### config.mk
export PLATFORM = sky130hd
export DESIGN_NAME = processor_status_register_flat
export DESIGN_NICKNAME = d
export VERILOG_FILES = /design/src/rtl/processor_status_register_if.sv /design/src/rtl/processor_status_register.sv /design/src/flat_wrapper.sv
export SDC_FILE = /design/constraint.sdc
export NUM_CORES = 1
export LEC_CHECK = 0
export CAP_MARGIN = 15
export CORE_UTILIZATION = 21
export CTS_CLUSTER_DIAMETER = 120
export CTS_CLUSTER_SIZE = 28
export DETAILED_ROUTE_END_ITERATION = 10
export GPL_ROUTABILITY_DRIVEN = 0
export HOLD_SLACK_MARGIN = 0.08
export PLACE_DENSITY = 0.74
export SETUP_SLACK_MARGIN = 0.3
export SLEW_MARGIN = 20
export SYNTH_ARGS = -nofsm -noshare
export SYNTH_HDL_FRONTEND = slang
export SYNTH_SLANG_ARGS = --single-unit
### constraint.sdc
create_clock -name clk -period 0.94 [get_ports clk]
set_input_delay 0.282 -clock clk [delete_from_list [all_inputs] [get_ports clk]]
set_output_delay 0.282 -clock clk [all_outputs]
set_load 0.005 [all_outputs]
### src/rtl/processor_status_register_if.sv
// processor_status_register_if
// Groups the ALU, data bus and control-unit signals of the 6502 status
// register. The controlling side uses "master"; the status register uses "slave".
interface processor_status_register_if;
  logic [7:0] alu_flags_in;
  logic [7:0] load_mask;
  logic       bus_load;
  logic [7:0] bus_in;
  logic [7:0] set_mask;
  logic [7:0] clr_mask;
  logic       irq_entry;
  logic       push_brk;
  logic       instr_done;
  logic       save;
  logic       restore;
  logic [7:0] status_out;
  logic [7:0] push_out;
  logic       irq_mask_eff;
  logic       shadow_empty;
  logic       shadow_full;
  logic       shadow_err;

  modport master (
    output alu_flags_in, load_mask, bus_load, bus_in, set_mask, clr_mask,
           irq_entry, push_brk, instr_done, save, restore,
    input  status_out, push_out, irq_mask_eff, shadow_empty, shadow_full,
           shadow_err
  );

  modport slave (
    input  alu_flags_in, load_mask, bus_load, bus_in, set_mask, clr_mask,
           irq_entry, push_brk, instr_done, save, restore,
    output status_out, push_out, irq_mask_eff, shadow_empty, shadow_full,
           shadow_err
  );
endinterface

### src/rtl/processor_status_register.sv
// processor_status_register
// Full 8-bit 6502 status word (N V - B D I Z C). It supports per-flag ALU
// loads, PLP bus loads, set/clear, and interrupt entry. It also provides an
// instruction-boundary-delayed IRQ mask.
// Optional hardware shadow stack: define STATUS_SHADOW_STACK_EN to build it.
// When the macro is undefined, save/restore are ignored and the shadow
// status outputs are constant.
module processor_status_register #(
  parameter int SHADOW_DEPTH = 4,
  parameter bit RESET_I      = 1'b1
) (
  input logic                         clk,
  input logic                         reset,
  processor_status_register_if.slave  bus
);

  // Only the six real flags are stored, packed as {N,V,D,I,Z,C}.
  logic [5:0] flagsQ;
  logic [5:0] flagsD;
  logic       irqMaskQ;
  logic [7:0] curP;
  logic [7:0] nextP;
  logic       popValid;
  logic [5:0] popFlags;
  logic       unusedP;

  assign curP    = {flagsQ[5:4], 2'b11, flagsQ[3:0]};
  assign flagsD  = {nextP[7:6], nextP[3:0]};
  assign unusedP = ^nextP[5:4];

  // Apply the flag sources from lowest to highest priority so that later ones win.
  always_comb begin
    nextP = curP;
    nextP = (nextP & ~bus.load_mask) | (bus.alu_flags_in & bus.load_mask);
    nextP = nextP | bus.set_mask;
    nextP = nextP & ~bus.clr_mask;
    if (bus.bus_load) nextP = bus.bus_in;
    if (popValid)     nextP = {popFlags[5:4], 2'b11, popFlags[3:0]};
    if (bus.irq_entry) nextP[2] = 1'b1;
  end

  // Flag storage, plus an IRQ mask that samples the old I flag at instruction boundaries.
  always_ff @(posedge clk or negedge reset) begin
    if (!reset) begin
      flagsQ   <= {3'b000, RESET_I, 2'b00};
      irqMaskQ <= RESET_I;
    end else begin
      flagsQ <= flagsD;
      if (bus.instr_done) irqMaskQ <= flagsQ[2];
    end
  end

`ifdef STATUS_SHADOW_STACK_EN
  localparam int CW = $clog2(SHADOW_DEPTH + 1);
  localparam int IW = (SHADOW_DEPTH > 1) ? $clog2(SHADOW_DEPTH) : 1;

  logic [CW-1:0] countQ;
  logic [CW-1:0] countD;
  logic          emptyQ;
  logic          fullQ;
  logic          errQ;
  logic [5:0]    stackQ [SHADOW_DEPTH];
  logic          pushValid;
  logic          errEvent;

  // Classify the save/restore request. A simultaneous save and restore is
  // rejected as a whole.
  always_comb begin
    pushValid = bus.save & ~bus.restore & (countQ < CW'(SHADOW_DEPTH));
    popValid  = bus.restore & ~bus.save & (countQ != '0);
    errEvent  = (bus.save & bus.restore)
              | (bus.save & ~bus.restore & (countQ == CW'(SHADOW_DEPTH)))
              | (bus.restore & ~bus.save & (countQ == '0));
    popFlags  = stackQ[IW'(countQ - CW'(1))];
    countD    = countQ;
    if (pushValid)     countD = countQ + CW'(1);
    else if (popValid) countD = countQ - CW'(1);
  end

  // Stack pointer, registered full/empty, and a sticky error flag.
  always_ff @(posedge clk or negedge reset) begin
    if (!reset) begin
      countQ <= '0;
      emptyQ <= 1'b1;
      fullQ  <= 1'b0;
      errQ   <= 1'b0;
    end else begin
      countQ <= countD;
      emptyQ <= (countD == '0);
      fullQ  <= (countD == CW'(SHADOW_DEPTH));
      if (errEvent) errQ <= 1'b1;
    end
  end

  // Stack storage holds the flags as they were before this cycle's update; it needs no reset.
  always_ff @(posedge clk) begin
    if (pushValid) stackQ[IW'(countQ)] <= flagsQ;
  end

  assign bus.shadow_empty = emptyQ;
  assign bus.shadow_full  = fullQ;
  assign bus.shadow_err   = errQ;
`else
  logic unusedShadow;

  assign popValid         = 1'b0;
  assign popFlags         = '0;
  assign unusedShadow     = bus.save ^ bus.restore;
  assign bus.shadow_empty = 1'b1;
  assign bus.shadow_full  = 1'b0;
  assign bus.shadow_err   = 1'b0;
`endif

  assign bus.status_out   = curP;
  assign bus.push_out     = {curP[7:5], bus.push_brk, curP[3:0]};
  assign bus.irq_mask_eff = irqMaskQ;

endmodule

### src/flat_wrapper.sv
// flat-port wrapper written by rule: the top's interface ports become plain ports
module processor_status_register_flat 
#(
  parameter int SHADOW_DEPTH = 4,
  parameter bit RESET_I      = 1'b1
)
  (clk, reset, bus_alu_flags_in, bus_load_mask, bus_bus_load, bus_bus_in, bus_set_mask, bus_clr_mask, bus_irq_entry, bus_push_brk, bus_instr_done, bus_save, bus_restore, bus_status_out, bus_push_out, bus_irq_mask_eff, bus_shadow_empty, bus_shadow_full, bus_shadow_err);
  processor_status_register_if bus_i ();
  input logic clk;
  input logic reset;
  input wire logic [$bits(bus_i.alu_flags_in)-1:0] bus_alu_flags_in;
  input wire logic [$bits(bus_i.load_mask)-1:0] bus_load_mask;
  input wire logic [$bits(bus_i.bus_load)-1:0] bus_bus_load;
  input wire logic [$bits(bus_i.bus_in)-1:0] bus_bus_in;
  input wire logic [$bits(bus_i.set_mask)-1:0] bus_set_mask;
  input wire logic [$bits(bus_i.clr_mask)-1:0] bus_clr_mask;
  input wire logic [$bits(bus_i.irq_entry)-1:0] bus_irq_entry;
  input wire logic [$bits(bus_i.push_brk)-1:0] bus_push_brk;
  input wire logic [$bits(bus_i.instr_done)-1:0] bus_instr_done;
  input wire logic [$bits(bus_i.save)-1:0] bus_save;
  input wire logic [$bits(bus_i.restore)-1:0] bus_restore;
  output wire logic [$bits(bus_i.status_out)-1:0] bus_status_out;
  output wire logic [$bits(bus_i.push_out)-1:0] bus_push_out;
  output wire logic [$bits(bus_i.irq_mask_eff)-1:0] bus_irq_mask_eff;
  output wire logic [$bits(bus_i.shadow_empty)-1:0] bus_shadow_empty;
  output wire logic [$bits(bus_i.shadow_full)-1:0] bus_shadow_full;
  output wire logic [$bits(bus_i.shadow_err)-1:0] bus_shadow_err;
  assign bus_i.alu_flags_in = bus_alu_flags_in;
  assign bus_i.load_mask = bus_load_mask;
  assign bus_i.bus_load = bus_bus_load;
  assign bus_i.bus_in = bus_bus_in;
  assign bus_i.set_mask = bus_set_mask;
  assign bus_i.clr_mask = bus_clr_mask;
  assign bus_i.irq_entry = bus_irq_entry;
  assign bus_i.push_brk = bus_push_brk;
  assign bus_i.instr_done = bus_instr_done;
  assign bus_i.save = bus_save;
  assign bus_i.restore = bus_restore;
  assign bus_status_out = bus_i.status_out;
  assign bus_push_out = bus_i.push_out;
  assign bus_irq_mask_eff = bus_i.irq_mask_eff;
  assign bus_shadow_empty = bus_i.shadow_empty;
  assign bus_shadow_full = bus_i.shadow_full;
  assign bus_shadow_err = bus_i.shadow_err;
  processor_status_register #(.SHADOW_DEPTH(SHADOW_DEPTH), .RESET_I(RESET_I)) u_core (.clk(clk), .reset(reset), .bus(bus_i));
endmodule
-- Yosys cells after proc, flatten, opt, wreduce, memory -nomap -nowiden
Index checks and enable logic that the tools add are counted.
- flip-flop bits (word level): 7
- input bits: 48
- output and inout port bits: 20
- word-level logic and storage cells: 11
- muxes and demuxes: 2
- bitwise logic cells: 7
- operators by type and width (cell ; number):
    8-bit bitwise AND ; 3
    8-bit inverter ; 2
    8-bit bitwise OR ; 2
    8-bit 2-to-1 mux ; 1
    1-bit 2-to-1 mux ; 1

-- Longest topological paths before layout
- depth in word-level cells: 7
- depth in mapped cells: 3

-- Least setup slack after synthesis
OpenSTA, ideal clock, no wires.
- path kind: flip-flop to flip-flop
- start point: register u_core.flagsQ[2]
- end point: register u_core.flagsQ[2]
- cell stages (with the launch flop): 4
- period minus slack after synthesis: 963 ps
- arrival time: 872 ps
- buffers on the path: 0
- library setup time: 91 ps
- setup slack: -23 ps
- cells stage by stage: dfstp_2 nor2b_1 a211oi_1 o31ai_1
- longest elaborated chain between the ends: 6
- ends and longest elaborated chain (item ; line ; RTL):
    start: declaration ; processor_status_register.sv:18 ; logic [5:0] flagsQ;
    start signal: assignment ; processor_status_register.sv:45 ; flagsQ <= {3'b000, RESET_I, 2'b00};
    start signal: assignment ; processor_status_register.sv:48 ; flagsQ <= flagsD;
    8-bit bitwise AND ; processor_status_register.sv:34 ; nextP = (nextP & ~bus.load_mask) | (bus.alu_flags_in & bus.load_mask);
    8-bit bitwise OR ; processor_status_register.sv:34 ;
    8-bit bitwise OR ; processor_status_register.sv:35 ; nextP = nextP | bus.set_mask;
    8-bit bitwise AND ; processor_status_register.sv:36 ; nextP = nextP & ~bus.clr_mask;
    8-bit 2-to-1 mux ; processor_status_register.sv:37 ; if (bus.bus_load) nextP = bus.bus_in;
    1-bit 2-to-1 mux ; processor_status_register.sv:39 ; if (bus.irq_entry) nextP[2] = 1'b1;
    via u_core.flagsD[2] ; processor_status_register.sv:19 ; logic [5:0] flagsD;
The timed path passes the listed nets, and every way through them passes these cells.
A chain may end at the register's enable or synchronous reset.

-- Final worst setup path
- start point: register u_core.flagsQ[2]
- end point: output bus_push_out[2]
- RTL lines (item ; line ; RTL):
    end: declaration ; flat_wrapper.sv:23 ; output wire logic [$bits(bus_i.push_out)-1:0] bus_push_out;
No word-level cell between the ends.

==> flow_summary.toml <==
[run_status]
status = "finished with violations"
violations = "negative setup slack"

[worst_setup_path]
critical_path_class = "reg -> out"
startpoint_type = "flop"
critPathMaxStageDelay_ns = 0.53
worst-path-buf-inv = 1
critPathSlowestCell = "dfstp_2"
reg2regPathDepth = 4
required_ns = 0.66
path_cells = "buf_2"
path_delay_family = "flip-flops"
cp-end-kind = "primary output"
worstPathArrival_ns = 0.89
worst-path-max-fanout = 3
path_depth = 1

[finish]
finalNonFillerCells = 124
layout_commonest_cell = "clkdlybuf4s50_1"
drive_above_1_share = 0.4167
final_nets = 145
final_cell_mix = "30 x clkdlybuf4s50_1, 9 x buf_2, 8 x buf_6"
syn_to_final_growth_pct = 101.0
fin_util = 0.4514
diodes = 0

[synth]
synth-seq-cells = 7
synth_largest_area_cell = "dfrtp_1"
synthCells = 48
ys_warn_count = 0
synthTopCellsByArea = "dfrtp_1 25%, buf_4 20%, dfstp_2 11%"
ys_seq_area_frac = 0.3577
avgSynthCellArea_um2 = 10.35
synth_top_area_share = 0.2519
syn_area_um2 = 496.7
yosysUniqueCellTypes = 13

[grt]
grt.total_usage = 0.1119
grt_pass1_vias = 530
grt_overflow_total = 0
grt_max_degree = 8
grt_first_pass_wirelength_mm = 2.104
antenna_found_initial = 0

[pwr]
pwr-share-seq = 0.354
power_leakage_nw = 0.4339
switching_share = 0.2461
power_frac_comb = 0.372
peakVddDrop_mv = 0.4543
switchingPower_w = 0.0002445
p_per_area_mw_per_mm2 = 995.2
power_frac_clock = 0.274
p_int_w = 0.0007492

[sta]
min_period_over_period = 1.245
rsz0062_at_grt = "yes"
drv_slew = 0
setup_viol = 17
finalHoldViolCount = 0
timing.hold.ws_ns = 0.3157
fmax_mhz = 854.6
fin_skew_ns = 0.00001696
post-route-min-period_ns = 1.170
setup_tns_ns = -2.235
layout_setup_ws_ns = -0.2301

[place]
place_inst = 116
dp_slack_ns = -0.3778
dp_hpwl_mm = 1.089
io_buffers = 47

[route]
wl_mm = 1.364
wl_per_cell_um = 11.00
postRouteAntennaNets = 0
drtIter0Drc = 2
vias_per_cell = 4.065
drc = 0
vias = 504
firstDrtPassIters = 3

[clock_tree]
clk_path_buf_depth = 2
cts_root_buffer = "clkbuf_4"
numCtsBuffers = 3
h-tree-depth = 1
insertion_delay_ns = 0.24
cts.sinks = 7
cts_hold_buffers = 0
clkSlewWorstSetupHoldPaths_ns = 0.06
cts_tree = "yes"

[die]
die_h_um = 50.64
dieArea_mm2 = 0.002564
fp-row-count = 17
dieWidth_um = 50.64
ioPinCount = 68
initial_core_util = 0.2245
core_mm2 = 0.002212

[hold_path]
hold_path.class = "in -> async"

[job]
cap_violations = 0
-- power groups by stage --
stage,Combinational [W],Sequential [W],Clock [W]
after floorplan,0.000145,0.000361,0
after global routing,0.000399,0.000355,0.000303
after detailed placement,0.000353,0.000356,0
after CTS,0.000358,0.000349,0.000288
final,0.000370,0.000351,0.000273
after global placement,0.000347,0.000354,0
-- flip-flops by register name, indices dropped and copies added, names as in the netlist --
signal,cells
u_core.bus.irq_mask_eff,1
u_core.flagsQ,6
-- cells by family (layout without fill, tap and decap cells) --
family | count (synthesis) | after routing | synth area share
buffers and inverters | 14 | 58 | 0.2191
muxes | 1 | 1 | 0.02267
DFF | 7 | 7 | 0.3577
AOI/OAI and AO/OA | 13 | 13 | 0.2720
other | 2 | 6 | 0.01512
and+or+nand+nor | 11 | 11 | 0.1134
-- synthesized netlist by cell type (all sizes together) --
cell type and n:
nor2b 6, conb 2, nand2 5, mux2 1
a21oi 1, buf 14, dfstp 2, dfrtp 5
a211oi 6, o31ai 6
-- routing by layer --
layer  vias up  part of all wire  track usage  wire length (um)
li1        244                 -            -                 -
met3         0              0.12      0.03939               169
met1       229              0.35       0.1049               479
met5         -                 0            0                 0
met2        31              0.52       0.2178               715
met4         0                 0      0.04167                 0
-- cell type report --
type                       instances  area, um2
tap                               28      35.03
timing repair buffer              54      493.0
multi-input combinational         31      266.5
fill                             230       1214
clock buffer                       4      26.28
sequential                         7      177.7
-- final timing paths --
kind / slack (ns) / from / to
max in group asynchronous: 0.41 / reset / u_core.bus.irq_mask_eff
max: -0.23 / u_core.flagsQ[2] / bus_push_out[2]
min in group clk: 0.46 / bus_instr_done / u_core.bus.irq_mask_eff
min reg2reg: 0.64 / u_core.bus.irq_mask_eff / u_core.bus.irq_mask_eff
min: 0.32 / reset / u_core.flagsQ[1]
max reg2reg: -0.20 / u_core.flagsQ[2] / u_core.flagsQ[2]
-- per-stage QoR --
| stage | cell area, um2 | power, W |
|---|---|---|
| global placement | 938.4 | 0.0007012 |
| CTS | 974.7 | 0.0009957 |
| floorplan | 541.8 | 0.0005055 |
| detailed placement | 938.4 | 0.0007091 |
| global route | 998.5 | 0.001057 |
| finish | 998.5 | 0.0009937 |
-- repair_timing --
item / CTS / global route
setup buffers: 4 / 0
setup endpoints to repair: 20 / 20
pin swaps: 3 / 2
cloned: 0 / 0
gates resized for setup: 67 / 5
Note: power is estimated with default switching activity, not from simulation.
